--- src/rtl/pc_sequencer.sv ---
// pc_sequencer: holds the architectural PC and sequences the next PC for
// SEQ, BRANCH (via the external branch comparison unit), JAL and JALR.
// Optional feature macro: MISALIGN_TRAP_EN. When defined, a misaligned target
// pulses `misaligned` and leaves the PC alone. When undefined, the low two
// target bits are forced to zero and the target commits normally.
module pc_sequencer #(
    parameter logic [31:0] RESET_VECTOR = 32'h0000_0000
) (
    input  logic        clk,
    input  logic        rst_n,
    input  logic        advance,
    input  logic [1:0]  kind,
    input  logic [31:0] imm,
    input  logic [31:0] rs1,
    output logic        br_start,
    input  logic        br_done,
    input  logic        br_jump,
    output logic        ready,
    output logic [31:0] pc,
    output logic [31:0] link,
    output logic        pc_valid,
    output logic        misaligned,
    output logic [31:0] instret
);

    typedef enum logic [1:0] {
        S_IDLE    = 2'd0,
        S_WAIT_BR = 2'd1,
        S_COMMIT  = 2'd2
    } state_t;

    localparam logic [1:0] KIND_SEQ    = 2'b00;
    localparam logic [1:0] KIND_BRANCH = 2'b01;
    localparam logic [1:0] KIND_JAL    = 2'b10;
    localparam logic [1:0] KIND_JALR   = 2'b11;

    state_t      r_state;
    state_t      w_stateNext;
    logic [31:0] r_pc;
    logic [31:0] r_link;
    logic [31:0] r_instret;
    logic [31:0] r_imm;
    logic [31:0] r_target;
    logic        r_brStart;
    logic        r_pcValid;
    logic        r_ready;
    logic [31:0] w_target;
    logic [31:0] w_targetFinal;
    logic        w_loadTarget;
    logic        w_accept;

    assign w_accept = (r_state == S_IDLE) && advance;

`ifdef MISALIGN_TRAP_EN
    logic r_misaligned;
    assign w_targetFinal = w_target;
`else
    assign w_targetFinal = w_target & 32'hFFFF_FFFC;
`endif

    // Next-state selection and target computation; r_brStart doubles as the first-WAIT_BR-cycle flag
    always_comb begin
        w_stateNext  = r_state;
        w_target     = r_target;
        w_loadTarget = 1'b0;
        case (r_state)
            S_IDLE: begin
                if (advance) begin
                    w_loadTarget = 1'b1;
                    case (kind)
                        KIND_SEQ:    w_target = r_pc + 32'd4;
                        KIND_JAL:    w_target = r_pc + imm;
                        KIND_JALR:   w_target = (rs1 + imm) & 32'hFFFF_FFFE;
                        default:     w_target = r_pc + 32'd4;
                    endcase
                    if (kind == KIND_BRANCH) begin
                        w_stateNext  = S_WAIT_BR;
                        w_loadTarget = 1'b0;
                    end else begin
                        w_stateNext = S_COMMIT;
                    end
                end
            end
            S_WAIT_BR: begin
                if (!r_brStart && br_done) begin
                    w_loadTarget = 1'b1;
                    w_target     = br_jump ? (r_pc + r_imm) : r_link;
                    w_stateNext  = S_COMMIT;
                end
            end
            S_COMMIT: begin
                w_stateNext = S_IDLE;
            end
            default: begin
                w_stateNext = S_IDLE;
            end
        endcase
    end

    // State register
    always_ff @(posedge clk) begin
        if (!rst_n) begin
            r_state <= S_IDLE;
        end else begin
            r_state <= w_stateNext;
        end
    end

    // Datapath and registered output pulses
    always_ff @(posedge clk) begin
        if (!rst_n) begin
            r_pc      <= RESET_VECTOR;
            r_link    <= 32'd0;
            r_instret <= 32'd0;
            r_imm     <= 32'd0;
            r_target  <= 32'd0;
            r_brStart <= 1'b0;
            r_pcValid <= 1'b0;
            r_ready   <= 1'b1;
        end else begin
            r_brStart <= w_accept && (kind == KIND_BRANCH);
            r_ready   <= (w_stateNext == S_IDLE);
            r_pcValid <= 1'b0;
            if (w_accept) begin
                r_link <= r_pc + 32'd4;
                r_imm  <= imm;
            end
            if (w_loadTarget) begin
                r_target <= w_targetFinal;
            end
            if (r_state == S_COMMIT) begin
`ifdef MISALIGN_TRAP_EN
                if (r_target[1:0] == 2'b00) begin
                    r_pc      <= r_target;
                    r_pcValid <= 1'b1;
                    r_instret <= r_instret + 32'd1;
                end
`else
                r_pc      <= r_target;
                r_pcValid <= 1'b1;
                r_instret <= r_instret + 32'd1;
`endif
            end
        end
    end

`ifdef MISALIGN_TRAP_EN
    // Trap pulse raised instead of pc_valid when the committed target is misaligned
    always_ff @(posedge clk) begin
        if (!rst_n) begin
            r_misaligned <= 1'b0;
        end else begin
            r_misaligned <= (r_state == S_COMMIT) && (r_target[1:0] != 2'b00);
        end
    end
    assign misaligned = r_misaligned;
`else
    assign misaligned = 1'b0;
`endif

    assign br_start = r_brStart;
    assign ready    = r_ready;
    assign pc       = r_pc;
    assign link     = r_link;
    assign pc_valid = r_pcValid;
    assign instret  = r_instret;

endmodule
--- config.mk ---
export PLATFORM = sky130hd
export DESIGN_NAME = pc_sequencer
export DESIGN_NICKNAME = d
export VERILOG_FILES = /design/src/rtl/pc_sequencer.sv
export SDC_FILE = /design/constraint.sdc
export NUM_CORES = 1
export LEC_CHECK = 0
export BUFFER_PORTS_ARGS = -buffer_cell sky130_fd_sc_hd__clkbuf_2
export CORE_MARGIN = 2
export CORE_UTILIZATION = 40
export CTS_BUF_LIST = sky130_fd_sc_hd__clkbuf_4 sky130_fd_sc_hd__clkbuf_8 sky130_fd_sc_hd__clkbuf_16
export DETAILED_ROUTE_END_ITERATION = 6
export PLACE_DENSITY_LB_ADDON = 0.05
export RECOVER_POWER = 100
export SYNTH_ARGS = -nofsm -noshare
export SYNTH_HDL_FRONTEND = slang
export SYNTH_SLANG_ARGS = --single-unit
--- constraint.sdc ---
create_clock -name clk -period 3.67 [get_ports clk]
set_input_delay 0.367 -clock clk [delete_from_list [all_inputs] [get_ports clk]]
set_output_delay 0.367 -clock clk [all_outputs]
set_load 0.02 [all_outputs]
==> summary.md <==
| Metric | Value |
|---|---|
| Syn avg cell area | `7.553 um^2` |
| Crit path launch type | `register` |
| Commonest cells after routing, fill and taps aside | `224 x nand2_1, 174 x a21oi_1, 157 x dfxtp_1` |
| CTS tree | `built` |
| Final instance area | `13660 um^2` |
| Worst hold margin | `0.1616 ns` |
| Hold_buf cts | `0` |
| Setup_tns | `0 ns` |
| DRT iter0 DRCs | `1151` |
| Initial Utilization | `40.31%` |
| Flip-flop and latch area | `3143 um^2` |
| Crit-path cells | `clkbuf_1 > and4_1 > nand4_4 > nor2_1 > nand4_1 > xor2_1 > a21o_1 > a211o_1 > or4_1 > o21ai_0` |
| Syn Inst Count | `1569` |
| CP required | `4.06 ns` |
| Final min period | `3.390 ns` |
| Final period utilization | `92.36%` |
| Worst path depth | `10` |
| Max Cap Viol | `2` |
| Multi-input gate area | `8268 um^2` |
| Via density | `5.878` |
| WL/cell | `22.00 um` |
| Post-CTS sizing | `0` |
| Drt total wl | `46.84 mm` |
| Final Wtd Congestion | `0.9398` |
| Pre-CTS WS | `0.1236 ns` |
| Top post-synthesis cells by area | `dfxtp_1 27%, ha_1 9.5%, a21oi_1 7.3%` |
| Worst-Margin Slew | `2.142 ns` |
| Type of the worst setup path | `register to register` |
| Async SR Flop Fraction | `0%` |
| Slew HR | `-42.78%` |
| Status | `finished with violations` |
| Count of final max-slew check failures | `99` |
| Number of global-route vias before repair | `11800` |
| TritonCTS buffer count | `17` |
| Area share of the largest cell type after synthesis | `26.52%` |
| Max stage delay on crit path | `0.53 ns` |
| Clk buf depth | `2` |
| Syn. warnings | `0` |
| Largest area contributor in the netlist | `dfxtp_1` |
| Worst-Skew Late Latency | `0.46 ns` |
| VDD IR max | `0.3306 mV` |
| Worst Path Buf+Inv | `1` |
| DIE WIDTH | `176.1 um` |
| Initial antenna violation count | `0` |
| NumNets Final | `1889` |
| Final Skew | `0.01434 ns` |
| Synth cell types | `85` |
| Power Density | `353.0 nW/um^2` |
| Post-DP HPWL | `34.88 mm` |
| Area Growth Syn to Fin | `15.24%` |
| Arrival @ worst endpoint | `3.78 ns` |
| Total congestion overflow | `0` |
| Total chip power | `4.821 mW` |
| Rows | `63` |
| Layout cells sized above 1 | `9.546%` |
| Netlist Area Pre-Place | `11850 um^2` |
| Setup Buffers After CTS | `0` |
| # DRC | `0` |
| Fillers | `3091` |
| Drt first pass iters | `6` |
| Setup ws final | `0.2803 ns` |
| Violated checks | `capacitance limit, slew limit` |
| Antenna viol nets, final | `0` |
| Die Span Y | `176.1 um` |
| Total number of vias | `12520` |
| Register area share after synthesis | `26.52%` |
| F_max | `295.0 MHz` |
| First-pass GRT wire length | `70.88 mm` |
| CTS sink cnt | `157` |
| Final Hold Violating Endpoints | `0` |
| Clk root buf | `clkbuf_16` |
| Pin count of the biggest net entering global routing | `136` |
| # setup viols final | `0` |
| Reg2reg path depth | `10` |
| IO buf count | `165` |
| Leak Pwr | `5.711 nW` |
| Commonest non-fill, non-tap cell in the layout | `nand2_1` |
| CP Capture Type | `register` |
| Hold depth | `3` |
| RSZ-0062 raised after global routing | `no` |
| CP top delay family | `simple AND/OR/NAND/NOR gates` |
| Most used flip-flop cell after synthesis | `dfxtp_1` |
| CP max stage cell | `or4_1` |
| # H-tree levels | `4` |
| Core area | `29400 um^2` |
| Post-synth EDFFs | `0` |
| Clock slew at reported path FFs | `0.08 ns` |
| Die area | `31020 um^2` |
| I/O pins | `171` |
| Area after DPL | `13270 um^2` |
| Crit path max fanout | `6` |
| Worst Hold Class | `primary input to register` |
| N_diodes | `0` |
| Synth Register Bits | `157` |
| Gr usage total | `30.10%` |
==> synth_stat cells, types with 32 or more instances <==
cell type    n
a211oi_1    32
a21o_1      44
a21oi_1    174
clkbuf_1    66
dfxtp_1    157
ha_1        90
nand2_1    224
nand3_1     37
nor2_1     148
nor3_1      35
o21ai_0     82
xnor2_1     57
xor2_1      56
==> cell type report <==
type	count	share of cell area, %
Multi-Input combinational cell	1307	60.53
Sequential cell	157	23.01
Timing Repair Buffer	215	7.823
Tap cell	390	3.573
Clock buffer	18	3.215
Clock inverter	14	1.053
Inverter	28	0.7878
==> path summary, 6_finish.rpt <==
check                   start            to  slack (ns)
hold / removal         imm[2]      r_imm[2]        0.16
hold reg to reg   r_target[7]         pc[7]        0.45
setup reg to reg        pc[6]  r_target[29]        0.28
setup / recovery        pc[6]  r_target[29]        0.28
==> power by group <==
group | internal [mW] | switching [mW]
Clock | 0.922 | 0.905
Sequential | 1.79 | 0.0851
Combinational | 0.392 | 0.727
==> metrics by stage <==
stage | utilization (%) | std cells
floorplan | - | 1573
global placement | 45.12 | 2097
detailed placement | 45.12 | 2097
CTS | 47.10 | 2129
global route | 46.45 | 2129
finish | 46.45 | 2129
==> tightest hold or removal path, cell delays in order <==
cell and delay, ns:
clkbuf_2 0.10, nand2_1 0.06, a21oi_1 0.05
==> layer usage <==
metal / share of wire (%) / wire (um) / GRT usage [%] / vias to the layer above
met1: 46 / 21670 / 41.88 / 5957
met3: 7.1 / 3329 / 5.599 / 77
met5: 0 / 0 / 0 / -
met4: 2.6 / 1216 / 9.642 / 0
met2: 44 / 20620 / 46.94 / 445
li1: - / - / - / 6036
==> cells by family (layout without fill, tap and decap cells) <==
kind of cell             count (synthesis)  in the layout  synth area share [%]
multiplexers                            24             24                 2.048
buffers and inverters                  109            275                 3.663
adder cells (fa/ha/maj)                 92             92                 9.840
XOR/XNOR                               113            113                 8.351
flip-flops                             157            157                 26.52
other                                    1              5               0.03164
AND/OR/NAND/NOR                        581            581                 22.93
AO/OA/AOI/OAI                          492            492                 26.62
==> registers in the layout, indices dropped and copies added (netlist names) <==
signal,count
br_start,1
instret,32
link,30
pc,30
pc_valid,1
r_imm,30
r_state,2
r_target,30
ready,1
Note: power is estimated with default switching activity, not from simulation.
